### src/rtl/router_pkt_reg_p.sv
// ============================================================================
// Module   : router_pkt_reg_p
// Purpose  : 1x3 router packet register. It captures the header, buffers one
//            byte while the FIFO is full, and checks parity and payload length.
// Option   : ROUTER_ERR_CNT_EN adds a saturating errored-packet counter.
// Revision : 1.0 - initial release
// ============================================================================
`default_nettype none

module router_pkt_reg_p #(
    parameter int DATA_W = 8,
    parameter int ADDR_W = 2,
    parameter int CNT_W  = 8
) (
    input  logic              clk,
    input  logic              resetn,
    input  logic              pkt_valid,
    input  logic [DATA_W-1:0] data_in,
    input  logic              fifo_full,
    input  logic              rst_in_reg,
    input  logic              detect_add,
    input  logic              lfd_state,
    input  logic              ld_state,
    input  logic              laf_state,
    input  logic              full_state,
    output logic [DATA_W-1:0] d_out,
    output logic              parity_done,
    output logic              low_pkt_valid,
    output logic              err,
    output logic              len_err,
    output logic [CNT_W-1:0]  err_cnt
);

    localparam int LEN_W = DATA_W - ADDR_W;

    logic [DATA_W-1:0] r_hdr;
    logic [DATA_W-1:0] r_hold;
    logic [DATA_W-1:0] r_d_out;
    logic [DATA_W-1:0] r_int_par;
    logic [DATA_W-1:0] r_pkt_par;
    logic [LEN_W-1:0]  r_pay_cnt;
    logic              r_ovf;
    logic              r_parity_done;
    logic              r_low_pkt_valid;
    logic              r_err;
    logic              r_len_err;

    logic w_accept;
    logic w_par_direct;
    logic w_par_held;
    logic w_cnt_max;

    // The FIFO_FULL state needs no action here; the held byte is already parked.
    logic w_unused;
    assign w_unused = full_state;

    assign w_accept     = ld_state && pkt_valid;
    assign w_par_direct = ld_state && !pkt_valid && !fifo_full;
    assign w_par_held   = laf_state && r_low_pkt_valid && !r_parity_done;
    assign w_cnt_max    = (r_pay_cnt == {LEN_W{1'b1}});

    always_ff @(posedge clk) begin
        if (!resetn) begin
            r_hdr           <= '0;
            r_hold          <= '0;
            r_d_out         <= '0;
            r_int_par       <= '0;
            r_pkt_par       <= '0;
            r_pay_cnt       <= '0;
            r_ovf           <= 1'b0;
            r_parity_done   <= 1'b0;
            r_low_pkt_valid <= 1'b0;
            r_err           <= 1'b0;
            r_len_err       <= 1'b0;
        end else begin
            if (detect_add && pkt_valid)
                r_hdr <= data_in;
            if (ld_state && fifo_full)
                r_hold <= data_in;

            if (lfd_state)
                r_d_out <= r_hdr;
            else if (ld_state && !fifo_full)
                r_d_out <= data_in;
            else if (laf_state)
                r_d_out <= r_hold;

            if (detect_add)
                r_int_par <= '0;
            else if (lfd_state)
                r_int_par <= r_hdr;
            else if (w_accept)
                r_int_par <= r_int_par ^ data_in;
            else if (!pkt_valid && rst_in_reg)
                r_int_par <= '0;

            // The counter sticks at its maximum; ovf remembers that a byte was lost.
            if (detect_add) begin
                r_pay_cnt <= '0;
                r_ovf     <= 1'b0;
            end else if (w_accept) begin
                if (w_cnt_max)
                    r_ovf <= 1'b1;
                else
                    r_pay_cnt <= r_pay_cnt + LEN_W'(1);
            end

            if (detect_add)
                r_pkt_par <= '0;
            else if (w_par_direct)
                r_pkt_par <= data_in;
            else if (w_par_held)
                r_pkt_par <= r_hold;

            if (w_par_direct || w_par_held)
                r_parity_done <= 1'b1;
            else if (detect_add)
                r_parity_done <= 1'b0;

            if (rst_in_reg)
                r_low_pkt_valid <= 1'b0;
            else if (ld_state && !pkt_valid)
                r_low_pkt_valid <= 1'b1;

            r_err     <= r_parity_done && (r_int_par != r_pkt_par);
            r_len_err <= r_parity_done && (r_ovf || (r_pay_cnt != r_hdr[DATA_W-1:ADDR_W]));
        end
    end

    assign d_out         = r_d_out;
    assign parity_done   = r_parity_done;
    assign low_pkt_valid = r_low_pkt_valid;
    assign err           = r_err;
    assign len_err       = r_len_err;

`ifdef ROUTER_ERR_CNT_EN
    logic             r_any_err_d;
    logic [CNT_W-1:0] r_err_cnt;
    logic             w_any_err;

    assign w_any_err = r_err || r_len_err;

    // Count only the rising edge, so a packet with both errors counts once.
    always_ff @(posedge clk) begin
        if (!resetn) begin
            r_any_err_d <= 1'b0;
            r_err_cnt   <= '0;
        end else begin
            r_any_err_d <= w_any_err;
            if (w_any_err && !r_any_err_d && (r_err_cnt != {CNT_W{1'b1}}))
                r_err_cnt <= r_err_cnt + CNT_W'(1);
        end
    end

    assign err_cnt = r_err_cnt;
`else
    assign err_cnt = '0;
`endif

endmodule

`default_nettype wire
### config.mk
export PLATFORM = sky130hd
export DESIGN_NAME = router_pkt_reg_p
export DESIGN_NICKNAME = d
export VERILOG_FILES = /design/src/rtl/router_pkt_reg_p.sv
export SDC_FILE = /design/constraint.sdc
export NUM_CORES = 1
export LEC_CHECK = 0
export BUFFER_PORTS_ARGS = -buffer_cell sky130_fd_sc_hd__buf_2
export CAP_MARGIN = 20
export CORE_UTILIZATION = 25
export CTS_BUF_LIST = sky130_fd_sc_hd__clkbuf_4 sky130_fd_sc_hd__clkbuf_8
export DETAILED_ROUTE_END_ITERATION = 7
export PLACE_DENSITY = 0.52
export SLEW_MARGIN = 15
export SYNTH_ARGS = -nofsm -noshare
export SYNTH_HDL_FRONTEND = slang
export SYNTH_SLANG_ARGS = --single-unit
### constraint.sdc
create_clock -name clk -period 1.78 [get_ports clk]
set_clock_uncertainty 0.1 [all_clocks]
set_input_delay 0.534 -clock clk [delete_from_list [all_inputs] [get_ports clk]]
set_output_delay 0.534 -clock clk [all_outputs]
set_load 0.05 [all_outputs]
Word level (Yosys, flattened, before mapping)
Cells that the tools add are included.
- $add $sub $neg: 1
- equal/unequal tests: 3
- mux-type cells: 10
- bitwise logic cells: 3
- reductions and logical operators: 24
- operator list (kind ; count):
    two-way mux 8 bit ; 8
    logical AND 1 bit ; 11
    inequality test 8 bit ; 1
    XOR 8 bit ; 1
    adder 6 x 1 -> 6 bit (second input constant) ; 1
    == test 6 bit (second input constant) ; 1
    inequality test 6 bit ; 1
    nonzero test 3 bit ; 2
    AND reduction 2 bit ; 2
    nonzero test 2 bit ; 2
    OR reduction 2 bit ; 2
    zero test 1 bit ; 3
    logical OR 1 bit ; 2
    two-way mux 1 bit ; 2
    NOT 1 bit ; 2
- register bits after elaboration: 51
- input port bits: 18
- output and inout port bits: 20
- logic and storage cells: 52

Logic depth before layout (Yosys ltp)
Gate-level depths: netlist of run 1.
- depth in word-level cells: 5
- gate-level depth with buffers: 6
- gate-level depth less buffers: 4

Worst setup path before layout of run 1
Ideal clock, no wire load.
- path type: input-to-reg
- start: input port pkt_valid
- end: register r_pkt_par[7]
- setup time: 118 ps
- arrival time: 1441 ps
- data required time: 1562 ps
- path slack: 121 ps
- cell stages on the path: 6
- path buffers: 3
- cells stage by stage: buf_2 or3b_1 buf_2 buf_6 o21ai_2 a21oi_2
- cells in the longest elaborated chain, start to end: 4
- elaborated cells between the ends (all ways): 5
- those cells by class: mux (1); reduce/logical (4)
- RTL lines (what ; line ; RTL):
    from (decl) ; 17 ; input logic pkt_valid,
    zero test 1 bit (*) ; 58 ; assign w_par_direct = ld_state && !pkt_valid && !fifo_full;
    logical AND 1 bit (*) (2 in a row) ; 58 ;
    two-way mux 8 bit or nonzero test 2 bit (tied branches) ; - ;
    to (signal assigned) ; 111 ; r_pkt_par <= data_in;
    to (signal assigned) ; 113 ; r_pkt_par <= r_hold;
    to (decl) ; 40 ; logic [DATA_W-1:0] r_pkt_par;
Mark *: on every way between the ends. The rest lies on a longest branch, timed or not.
A chain may end at the register's enable or synchronous reset.

Worst setup path in the final report of run 1
- start: register r_parity_done, in the netlist parity_done
- end: output port parity_done
- RTL lines (what ; line ; RTL):
    from (decl) ; 43 ; logic r_parity_done;
    from (signal assigned) ; 71 ; r_parity_done <= 1'b0;
    from (signal assigned) ; 116 ; r_parity_done <= 1'b1;
    from (signal assigned) ; 118 ; r_parity_done <= 1'b0;
    to (decl) ; 27 ; output logic parity_done,
No word-level cell between the ends.

==> results of run 1 <==
-- through the flow --
step           hold WS, ns  total power [mW]  area (µm²)  utilization [%]
2_1_floorplan        0.332              1.52        2610                -
3_3_place_gp         0.341              1.63        2910             29.4
3_5_place_dp         0.349              1.64        2910             29.4
4_1_cts              0.314              2.32        3000             30.3
5_1_grt              0.310              2.40        3000             30.3
6_report             0.319              2.30        3000             30.3
-- final cells by class --
type | count | share of cell area [%]
Multi-Input combinational cell | 210 | 44.5
Tap cell | 133 | 5.55
Clock inverter | 2 | 0.417
Timing Repair Buffer | 47 | 10.3
Sequential cell | 51 | 34.1
Inverter | 21 | 2.63
Clock buffer | 6 | 2.55
-- cells in the final DEF, fill, tap and decap left out, types with 2 or more instances in the layout --
| master | n |
|---|---|
| sky130_fd_sc_hd__a21oi_1 | 29 |
| sky130_fd_sc_hd__a2bb2oi_1 | 8 |
| sky130_fd_sc_hd__a311oi_1 | 8 |
| sky130_fd_sc_hd__a31oi_1 | 9 |
| sky130_fd_sc_hd__and2_1 | 8 |
| sky130_fd_sc_hd__buf_12 | 2 |
| sky130_fd_sc_hd__buf_2 | 28 |
| sky130_fd_sc_hd__buf_4 | 17 |
| sky130_fd_sc_hd__clkbuf_8 | 5 |
| sky130_fd_sc_hd__conb_1 | 8 |
| sky130_fd_sc_hd__dfxtp_1 | 51 |
| sky130_fd_sc_hd__inv_1 | 20 |
| sky130_fd_sc_hd__mux2i_1 | 12 |
| sky130_fd_sc_hd__nand2_1 | 34 |
| sky130_fd_sc_hd__nand2b_1 | 5 |
| sky130_fd_sc_hd__nand3_1 | 18 |
| sky130_fd_sc_hd__nand3b_1 | 2 |
| sky130_fd_sc_hd__nor2_1 | 2 |
| sky130_fd_sc_hd__nor3_1 | 4 |
| sky130_fd_sc_hd__nor3b_1 | 8 |
| sky130_fd_sc_hd__nor4_1 | 4 |
| sky130_fd_sc_hd__o21ai_0 | 7 |
| sky130_fd_sc_hd__o221a_2 | 7 |
| sky130_fd_sc_hd__o22ai_1 | 8 |
| sky130_fd_sc_hd__xor2_1 | 14 |
-- power by group --
group	internal (mW)	switching [mW]
Combinational	0.136	0.263
Clock	0.291	0.400
Sequential	1.18	0.0302
-- cells by family (layout without fill, tap and decap cells) --
group,count (synthesis),in the layout,share of synthesized area (%)
and+or+nand+nor,93,93,18.9
AOI/OAI and AO/OA,82,82,21.7
DFF,51,51,39.5
buffers and inverters,51,76,9.87
xor gates and xnor gates,14,14,4.74
muxes,12,12,4.65
adders and majority gates,1,1,0.484
other,1,8,0.145
-- state kept, by name, indices dropped and copies added, names as in the netlist --
name and count:
d_out 8, r_hdr 8, r_hold 8, r_int_par 8
r_pkt_par 8, r_pay_cnt 6, err 1, len_err 1
low_pkt_valid 1, parity_done 1, r_ovf 1
-- per-layer routing --
| layer | vias up | routed length [µm] |
|---|---|---|
| li1 | 1135 | - |
| met1 | 1068 | 3570 |
| met2 | 58 | 3080 |
| met3 | 5 | 283 |
| met4 | 0 | 56 |
| met5 | - | 0 |
-- worst max-delay path by stage --
stage | endpoint | slack [ns] | depth (start not counted)
after floorplan | r_pkt_par[7] | 0.12 | 6
after global placement | r_int_par[7] | -0.07 | 4
after detailed placement | r_int_par[7] | -0.08 | 4
after CTS | parity_done | 0.09 | 1
after global routing | parity_done | 0.05 | 1
final | parity_done | 0.08 | 1
==> impl_metrics.env, run 1 <==
export IMPL_run_status="finished, final reports clean"
export IMPL_r2r_cells=4
export IMPL_synth_commonest_cells="sky130_fd_sc_hd__dfxtp_1, sky130_fd_sc_hd__nand2_1, sky130_fd_sc_hd__a21oi_1, sky130_fd_sc_hd__inv_1, sky130_fd_sc_hd__nand3_1"
export IMPL_dpl_worst_slack_ns=-0.0807
export IMPL_power_density_cell_area_nw_per_um2=768
export IMPL_finalSetupTns_ns=0
export IMPL_post_cts_setup_repair_buffer_count=0
export IMPL_post_synth_instance_area_um2=2580
export IMPL_r2r_end="r_pay_cnt[5]"
export IMPL_ys_seq_elements=51
export IMPL_postRouteAntennaNets=0
export IMPL_crit_required_ns=1.15
export IMPL_final_fill_count=1081
export IMPL_floorplan_initialDensity_pct=26.1
export IMPL_maxClockFrequency_mhz=590
export IMPL_grt_start_max_net_pins=23
export IMPL_dr_first_iter_drc_count=175
export IMPL_place_gp_congestion=0.783
export IMPL_max_clock_path_buffers=2
export IMPL_global_route_usage_total_pct=13.4
export IMPL_worst_setup_path_end_kind="primary output"
export IMPL_post_layout_nonfiller_instances=470
export IMPL_cts_tree="yes"
export IMPL_cp_top_family="flip-flops"
export IMPL_max_slew_margin_pct=49.6
export IMPL_setup_worst_path_start="parity_done"
export IMPL_root_buffer="sky130_fd_sc_hd__clkbuf_8"
export IMPL_max_cap_viol_count=0
export IMPL_report_final_setup_viol=0
export IMPL_seq_area_frac_synth_pct=39.5
export IMPL_cpMaxStageDelayCell="sky130_fd_sc_hd__dfxtp_1"
export IMPL_vert_die_dim_um=104
export IMPL_routed_wl_um=6990
export IMPL_path_cells="buf_2"
export IMPL_grt_antenna_before_repair=0
export IMPL_coreArea_um2=9910
export IMPL_boundaryPins=38
export IMPL_finalCritPeriodShare_pct=95.3
export IMPL_rsz0062_at_grt="false"
export IMPL_synth_top_area_cell="sky130_fd_sc_hd__dfxtp_1"
export IMPL_worst_endpoint_arrival_ns=1.06
export IMPL_number_of_enable_flip_flop_cells_after_synthesis=0
export IMPL_slew_viol_final=0
export IMPL_yosys_area_top_type_share_pct=39.5
export IMPL_dpl_hpwl_um=5320
export IMPL_timing_reg2reg_setup_slack_ns=0.15
export IMPL_placement_rows=36
export IMPL_grt_pass1_vias=2159
export IMPL_drt_pass1_iter_count=4
export IMPL_globalRouteMet1Util_pct=19.3
export IMPL_leakagePower_nw=1.22
export IMPL_yosys_cell_types_count=43
export IMPL_critical_path_peak_fanout=4
export IMPL_netlist_instances=305
export IMPL_routed_len_inst_um=14.9
export IMPL_n_antenna_cell=0
export IMPL_cts_num_sinks=51
export IMPL_min_delay_worst_endpoint="low_pkt_valid"
export IMPL_post_cts_resized=0
export IMPL_holdPathStages=2
export IMPL_grt_overflow_total=0
export IMPL_worst_hold_launch="rst_in_reg"
export IMPL_grt_first_pass_wirelength_um=11400
export IMPL_buffers_inverters_on_critical_path=1
export IMPL_setup_worst_path_start_class="flip-flop"
export IMPL_vias_per_instance=4.82
export IMPL_cts_buffers_inserted=5
export IMPL_multiInputGateArea_um2=1340
export IMPL_tightestPinTransition_ns=0.735
export IMPL_start_to_end_type_of_the_worst_setup_path="reg -> out"
export IMPL_post_cts_hold_buffer_count=0
export IMPL_grtUsageMet3_pct=2.20
export IMPL_final_nets=355
export IMPL_layout_drive_gt1_share_pct=19.3
export IMPL_routed_vias=2266
export IMPL_gr_max_usage_layer="met2"
export IMPL_synth_avg_cell_area_um2=8.48
export IMPL_ff_latch_area_um2=1020
export IMPL_floorplan_die_area_um2=10800
export IMPL_level_count_of_the_clock_h_tree=2
export IMPL_areaGrowthSynthToFinish_pct=16.0
export IMPL_synthesis_yosys_warnings=0
export IMPL_grt_met2_usage_pct=20.2
export IMPL_ir_drop_mv=0.282
export IMPL_ys_dominant_reg_cell="sky130_fd_sc_hd__dfxtp_1"
export IMPL_post_synth_main_area_contributors="sky130_fd_sc_hd__dfxtp_1, sky130_fd_sc_hd__a21oi_1, sky130_fd_sc_hd__nand2_1"
export IMPL_max_stage_delay_ns=0.45
export IMPL_finalCriticalPeriod_ns=1.70
export IMPL_crit_reg2reg_launch="r_pay_cnt[0]"
export IMPL_yosysMostFrequentCell="sky130_fd_sc_hd__dfxtp_1"
export IMPL_placement_io_buffers=28
export IMPL_hold_viol=0
export IMPL_remaining_drc_errors=0
export IMPL_synthArstFlopShare_pct=0
export IMPL_worst_skew_pair_late_latency_ns=0.31
export IMPL_postLayoutSetupSlackWorst_ns=0.0841
export IMPL_fp_dieW_um=104
export IMPL_clk_transition_reported_paths_ns=0.09
export IMPL_worstHoldPathType="in -> reg"
export IMPL_dpl_cell_count=462
(Power assumes the default switching activity.)
==> run 2, diff against run 1 <==
--- a/config.mk
+++ b/config.mk
@@ -5,7 +5,7 @@
 export SDC_FILE = /design/constraint.sdc
 export NUM_CORES = 1
 export LEC_CHECK = 0
-export BUFFER_PORTS_ARGS = -buffer_cell sky130_fd_sc_hd__buf_2
+export BUFFER_PORTS_ARGS = -buffer_cell sky130_fd_sc_hd__clkbuf_2
 export CAP_MARGIN = 20
 export CORE_UTILIZATION = 25
 export CTS_BUF_LIST = sky130_fd_sc_hd__clkbuf_4 sky130_fd_sc_hd__clkbuf_8
==> run 2 against run 1 <==
Compared with the run above: worst hold slack worse by 0.0016 ns; maximum frequency down 0.71%; combinational power up 1%; power up 2.8%; worst setup slack worse by 0.012 ns; register-to-register slack about the same; via count up 1.5%; final area up 1.1%; largest cell class unchanged.
==> impl_metrics.env, run 2 (synthesis results as in run 1) <==
export IMPL_root_buffer="sky130_fd_sc_hd__clkbuf_8"
export IMPL_vias_per_instance=4.85
export IMPL_setup_worst_path_start_class="flip-flop"
export IMPL_level_count_of_the_clock_h_tree=2
export IMPL_finalCriticalPeriod_ns=1.71
export IMPL_ir_drop_mv=0.281
export IMPL_path_cells="clkbuf_2"
export IMPL_routed_wl_um=6990
export IMPL_dpl_cell_area_um2=2930
export IMPL_cts_tree="yes"
export IMPL_global_route_usage_total_pct=13.5
export IMPL_critical_path_peak_fanout=4
export IMPL_place_gp_congestion=0.807
export IMPL_cts_buffers_inserted=5
export IMPL_placement_rows=36
export IMPL_fp_dieW_um=104
export IMPL_placement_io_buffers=28
export IMPL_post_cts_resized=0
export IMPL_worstHoldPathType="in -> reg"
export IMPL_vert_die_dim_um=104
export IMPL_boundaryPins=38
export IMPL_n_antenna_cell=0
export IMPL_post_cts_setup_repair_buffer_count=0
export IMPL_max_stage_delay_ns=0.45
export IMPL_maxClockFrequency_mhz=585
export IMPL_floorplan_initialDensity_pct=26.1
export IMPL_run_status="finished, final reports clean"
export IMPL_remaining_drc_errors=0
export IMPL_design_area_um2=3030
export IMPL_routed_len_inst_um=14.8
export IMPL_buffers_inverters_on_critical_path=1
export IMPL_cts_num_sinks=51
export IMPL_worst_setup_path_end_kind="primary output"
export IMPL_start_to_end_type_of_the_worst_setup_path="reg -> out"
export IMPL_grt_pass1_vias=2146
export IMPL_report_final_setup_viol=0
export IMPL_worst_skew_pair_late_latency_ns=0.31
export IMPL_layout_drive_gt1_share_pct=20.2
export IMPL_grt_first_pass_wirelength_um=11600
export IMPL_postRouteAntennaNets=0
export IMPL_post_cts_hold_buffer_count=0
export IMPL_grt_start_max_net_pins=23
export IMPL_grt_antenna_before_repair=0
export IMPL_leakagePower_nw=1.23
export IMPL_max_clock_path_buffers=2
export IMPL_areaGrowthSynthToFinish_pct=17.2
export IMPL_hold_viol=0
export IMPL_floorplan_die_area_um2=10800
export IMPL_cpMaxStageDelayCell="sky130_fd_sc_hd__dfxtp_1"
export IMPL_drt_pass1_iter_count=4
export IMPL_worst_endpoint_arrival_ns=1.07
export IMPL_totalPowerFinal_mw=2.37
export IMPL_grt_overflow_total=0
export IMPL_final_fill_count=1083
export IMPL_power_density_cell_area_nw_per_um2=781
export IMPL_coreArea_um2=9910
export IMPL_cp_top_family="flip-flops"
export IMPL_max_slew_margin_pct=47.5
export IMPL_clk_transition_reported_paths_ns=0.09
export IMPL_rsz0062_at_grt="false"
export IMPL_mostFrequentLayoutCells="sky130_fd_sc_hd__dfxtp_1, sky130_fd_sc_hd__nand2_1, sky130_fd_sc_hd__a21oi_1"
export IMPL_max_cap_viol_count=0
export IMPL_crit_required_ns=1.15
export IMPL_dpl_hpwl_um=5320
export IMPL_slew_viol_final=0
export IMPL_dr_first_iter_drc_count=178
export IMPL_tightestPinTransition_ns=0.766
export IMPL_routed_vias=2299
export IMPL_mostFrequentLayoutCell="sky130_fd_sc_hd__dfxtp_1"
export IMPL_finalCritPeriodShare_pct=96.0
export IMPL_final_nets=359
run 2: cell types whose count changed in the layout (fill, tap and decap cells not counted):
cell and delta:
sky130_fd_sc_hd__buf_2 -28, sky130_fd_sc_hd__clkbuf_2 +28, sky130_fd_sc_hd__buf_4 +5, sky130_fd_sc_hd__clkbuf_8 +2
sky130_fd_sc_hd__buf_12 -1, sky130_fd_sc_hd__clkinv_2 -1, sky130_fd_sc_hd__clkinvlp_4 -1
run 2: through the flow:
step                utilization, %  hold WS [ns]  instances  TNS [ns]  setup WS (ns)
detailed placement            29.5         0.344        466    -0.522        -0.0771
floorplan                        -         0.332        312         0          0.121
global route                  30.6         0.311        474         0         0.0242
finish                        30.6         0.317        474         0         0.0719
CTS                           30.6         0.306        474         0         0.0682
global placement              29.5         0.343        466    -0.192        -0.0322
run 2: layout make-up:
| type | count | area [µm²] | share of cell area (%) |
|---|---|---|---|
| inverters | 21 | 78.8 | 2.60 |
| clock buffers | 8 | 104 | 3.43 |
| flip-flops and latches | 51 | 1020 | 33.7 |
| repair buffers | 51 | 325 | 10.7 |
| well taps | 133 | 166 | 5.49 |
| multi-input cells | 210 | 1340 | 44.1 |
run 2: worst paths after layout:
kind                            slack [ns]    startpoint       endpoint  cells after the start
worst min-delay path                  0.32    rst_in_reg  low_pkt_valid                      2
worst min register to register        0.36      r_hdr[1]       r_hdr[1]                      2
worst max-delay path                  0.07   parity_done    parity_done                      1
worst max register to register        0.15  r_pay_cnt[0]   r_pay_cnt[5]                      4
run 2: routing by layer:
layer / GRT usage (%) / vias up / share of wire (%)
li1: - / 1137 / -
met1: 19.1 / 1083 / 49
met2: 20.5 / 74 / 44
met3: 2.39 / 5 / 5.4
met4: 5.10 / 0 / 1.2
met5: 0 / - / 0
run 2: power by group:
| group | switching [mW] | leakage (nW) | internal (mW) |
|---|---|---|---|
| clock network | 0.380 | 0.0549 | 0.371 |
| logic | 0.265 | 0.765 | 0.139 |
| registers | 0.0299 | 0.415 | 1.18 |
| total | 0.676 | 1.23 | 1.69 |
==> run 3, diff against run 2 <==
--- a/config.mk
+++ b/config.mk
@@ -7,6 +7,7 @@
 export LEC_CHECK = 0
 export BUFFER_PORTS_ARGS = -buffer_cell sky130_fd_sc_hd__clkbuf_2
 export CAP_MARGIN = 20
+export CORE_MARGIN = 5
 export CORE_UTILIZATION = 25
 export CTS_BUF_LIST = sky130_fd_sc_hd__clkbuf_4 sky130_fd_sc_hd__clkbuf_8
 export DETAILED_ROUTE_END_ITERATION = 7
==> run 3 against run 2 <==
Compared with the run above: via count is 1.2% higher; sequential share of layout area decreased by 0.23 points; worst setup slack improved by 0.026 ns; critical path depth unchanged; register-to-register slack about the same; flip-flop and latch count stayed put; clock power is 8.1% higher; sequential power about the same; non-clock buffer count rose by 2; critical path type unchanged; largest power group unchanged; highest routed layer unchanged.
==> impl_metrics.env, run 3 (synthesis results as in run 1) <==
export IMPL_buffers_inverters_on_critical_path=1
export IMPL_post_layout_nonfiller_instances=478
export IMPL_grt_antenna_before_repair=0
export IMPL_worst_setup_path_end_kind="primary output"
export IMPL_leakagePower_nw=1.24
export IMPL_grt_start_max_net_pins=23
export IMPL_combinational_share_of_power_pct=16.9
export IMPL_coreArea_um2=10200
export IMPL_remaining_drc_errors=0
export IMPL_p_int_mw=1.75
export IMPL_post_cts_hold_buffer_count=0
export IMPL_rsz0062_at_grt="false"
export IMPL_start_to_end_type_of_the_worst_setup_path="reg -> out"
export IMPL_dr_first_iter_drc_count=142
export IMPL_worst_endpoint_arrival_ns=1.05
export IMPL_clkPwrFrac_pct=33.4
export IMPL_vias_per_instance=4.87
export IMPL_cts_tree="yes"
export IMPL_post_cts_setup_repair_buffer_count=0
export IMPL_totalPowerFinal_mw=2.43
export IMPL_finalSetupTns_ns=0
export IMPL_setup_worst_path_start_class="flip-flop"
export IMPL_mostFrequentLayoutCell="sky130_fd_sc_hd__dfxtp_1"
export IMPL_max_clock_path_buffers=2
export IMPL_placement_rows=37
export IMPL_routed_vias=2326
export IMPL_cts_buffers_inserted=5
export IMPL_p_sw_mw=0.682
export IMPL_post_cts_resized=0
export IMPL_power_share_switching_pct=28.0
export IMPL_finalCriticalPeriod_ns=1.68
export IMPL_critical_path_peak_fanout=4
export IMPL_path_cells="clkbuf_2"
export IMPL_cp_top_family="flip-flops"
export IMPL_hold_viol=0
export IMPL_routed_wl_um=7330
export IMPL_n_antenna_cell=0
export IMPL_ir_drop_mv=0.315
export IMPL_postRouteAntennaNets=0
export IMPL_dpl_hpwl_um=5580
export IMPL_worstHoldPathType="in -> reg"
export IMPL_critical_path_depth=1
export IMPL_slew_viol_final=0
export IMPL_drt_pass1_iter_count=4
export IMPL_floorplan_initialDensity_pct=25.4
export IMPL_dpl_cell_area_um2=2950
export IMPL_max_stage_delay_ns=0.43
export IMPL_mostFrequentLayoutCells="sky130_fd_sc_hd__dfxtp_1, sky130_fd_sc_hd__nand2_1, sky130_fd_sc_hd__a21oi_1"
export IMPL_maxClockFrequency_mhz=594
export IMPL_level_count_of_the_clock_h_tree=2
export IMPL_postLayoutSetupSlackWorst_ns=0.0978
export IMPL_routed_len_inst_um=15.3
export IMPL_floorplan_die_area_um2=12500
export IMPL_cpMaxStageDelayCell="sky130_fd_sc_hd__dfxtp_1"
export IMPL_dpl_cell_count=471
export IMPL_layout_drive_gt1_share_pct=20.5
export IMPL_grt_overflow_total=0
export IMPL_crit_required_ns=1.15
export IMPL_areaGrowthSynthToFinish_pct=18.1
export IMPL_finalCritPeriodShare_pct=94.5
export IMPL_r2r_cells=4
export IMPL_place_gp_congestion=0.800
export IMPL_grt_first_pass_wirelength_um=12100
export IMPL_design_area_um2=3050
export IMPL_report_final_setup_viol=0
export IMPL_placement_io_buffers=28
export IMPL_power_frac_seq_pct=49.7
export IMPL_max_cap_viol_count=0
export IMPL_clk_transition_reported_paths_ns=0.10
export IMPL_fp_dieW_um=112
export IMPL_global_route_usage_total_pct=11.8
export IMPL_final_nets=361
export IMPL_holdPathStages=2
export IMPL_boundaryPins=38
export IMPL_grt_pass1_vias=2331
export IMPL_final_fill_count=1127
export IMPL_cts_num_sinks=51
export IMPL_worst_skew_pair_late_latency_ns=0.30
export IMPL_run_status="finished, final reports clean"
export IMPL_vert_die_dim_um=112
export IMPL_dpl_worst_slack_ns=0.0632
export IMPL_root_buffer="sky130_fd_sc_hd__clkbuf_8"
export IMPL_power_density_cell_area_nw_per_um2=797
## run 3: cell count changes in the layout (fill, tap and decap cells not counted)
| cell | delta |
|---|---|
| sky130_fd_sc_hd__clkbuf_8 | -2 |
| sky130_fd_sc_hd__buf_4 | +2 |
| sky130_fd_sc_hd__bufinv_16 | +1 |
## run 3: worst register-to-register path: stages (launching register included)
cell and delay [ns]:
sky130_fd_sc_hd__dfxtp_1 0.36, sky130_fd_sc_hd__ha_1 0.25, sky130_fd_sc_hd__and4_1 0.29, sky130_fd_sc_hd__nor4_1 0.36, sky130_fd_sc_hd__mux2i_1 0.22
## run 3: routing by layer
layer,up-vias,wire (µm),GRT usage (%)
met3,11,412,2.66
met2,79,3140,17.8
met4,0,139,4.06
met5,-,0,0
li1,1146,-,-
met1,1090,3640,16.6
## run 3: cell type report
class,instances,area [µm²],area share (%)
clock buffer,6,76.3,2.50
clock inverter,1,30.0,0.984
inverter,21,78.8,2.58
multi-input combinational,210,1340,43.7
sequential,51,1020,33.5
tap,136,170,5.58
timing repair buffer,53,340,11.2
## run 3: stage by stage
stage | utilization [%] | hold WS, ns
2_1_floorplan | - | 0.332
3_3_place_gp | 28.9 | 0.345
3_5_place_dp | 28.9 | 0.348
4_1_cts | 30.0 | 0.301
5_1_grt | 30.0 | 0.318
6_report | 30.0 | 0.312
## run 3: power groups by stage
stage | Clock, mW | Combinational, mW | Sequential [mW]
2_1_floorplan | 0 | 0.241 | 1.28
3_3_place_gp | 0 | 0.407 | 1.24
3_5_place_dp | 0 | 0.410 | 1.24
4_1_cts | 0.838 | 0.411 | 1.21
5_1_grt | 0.876 | 0.446 | 1.22
6_report | 0.812 | 0.411 | 1.21
## run 3: worst paths after layout
path / startpoint / slack, ns / to
setup / recovery: parity_done / 0.1 / parity_done
hold / removal: rst_in_reg / 0.31 / low_pkt_valid
setup reg to reg: r_pay_cnt[1] / 0.15 / r_pay_cnt[5]
hold reg to reg: r_hdr[1] / 0.36 / r_hdr[1]
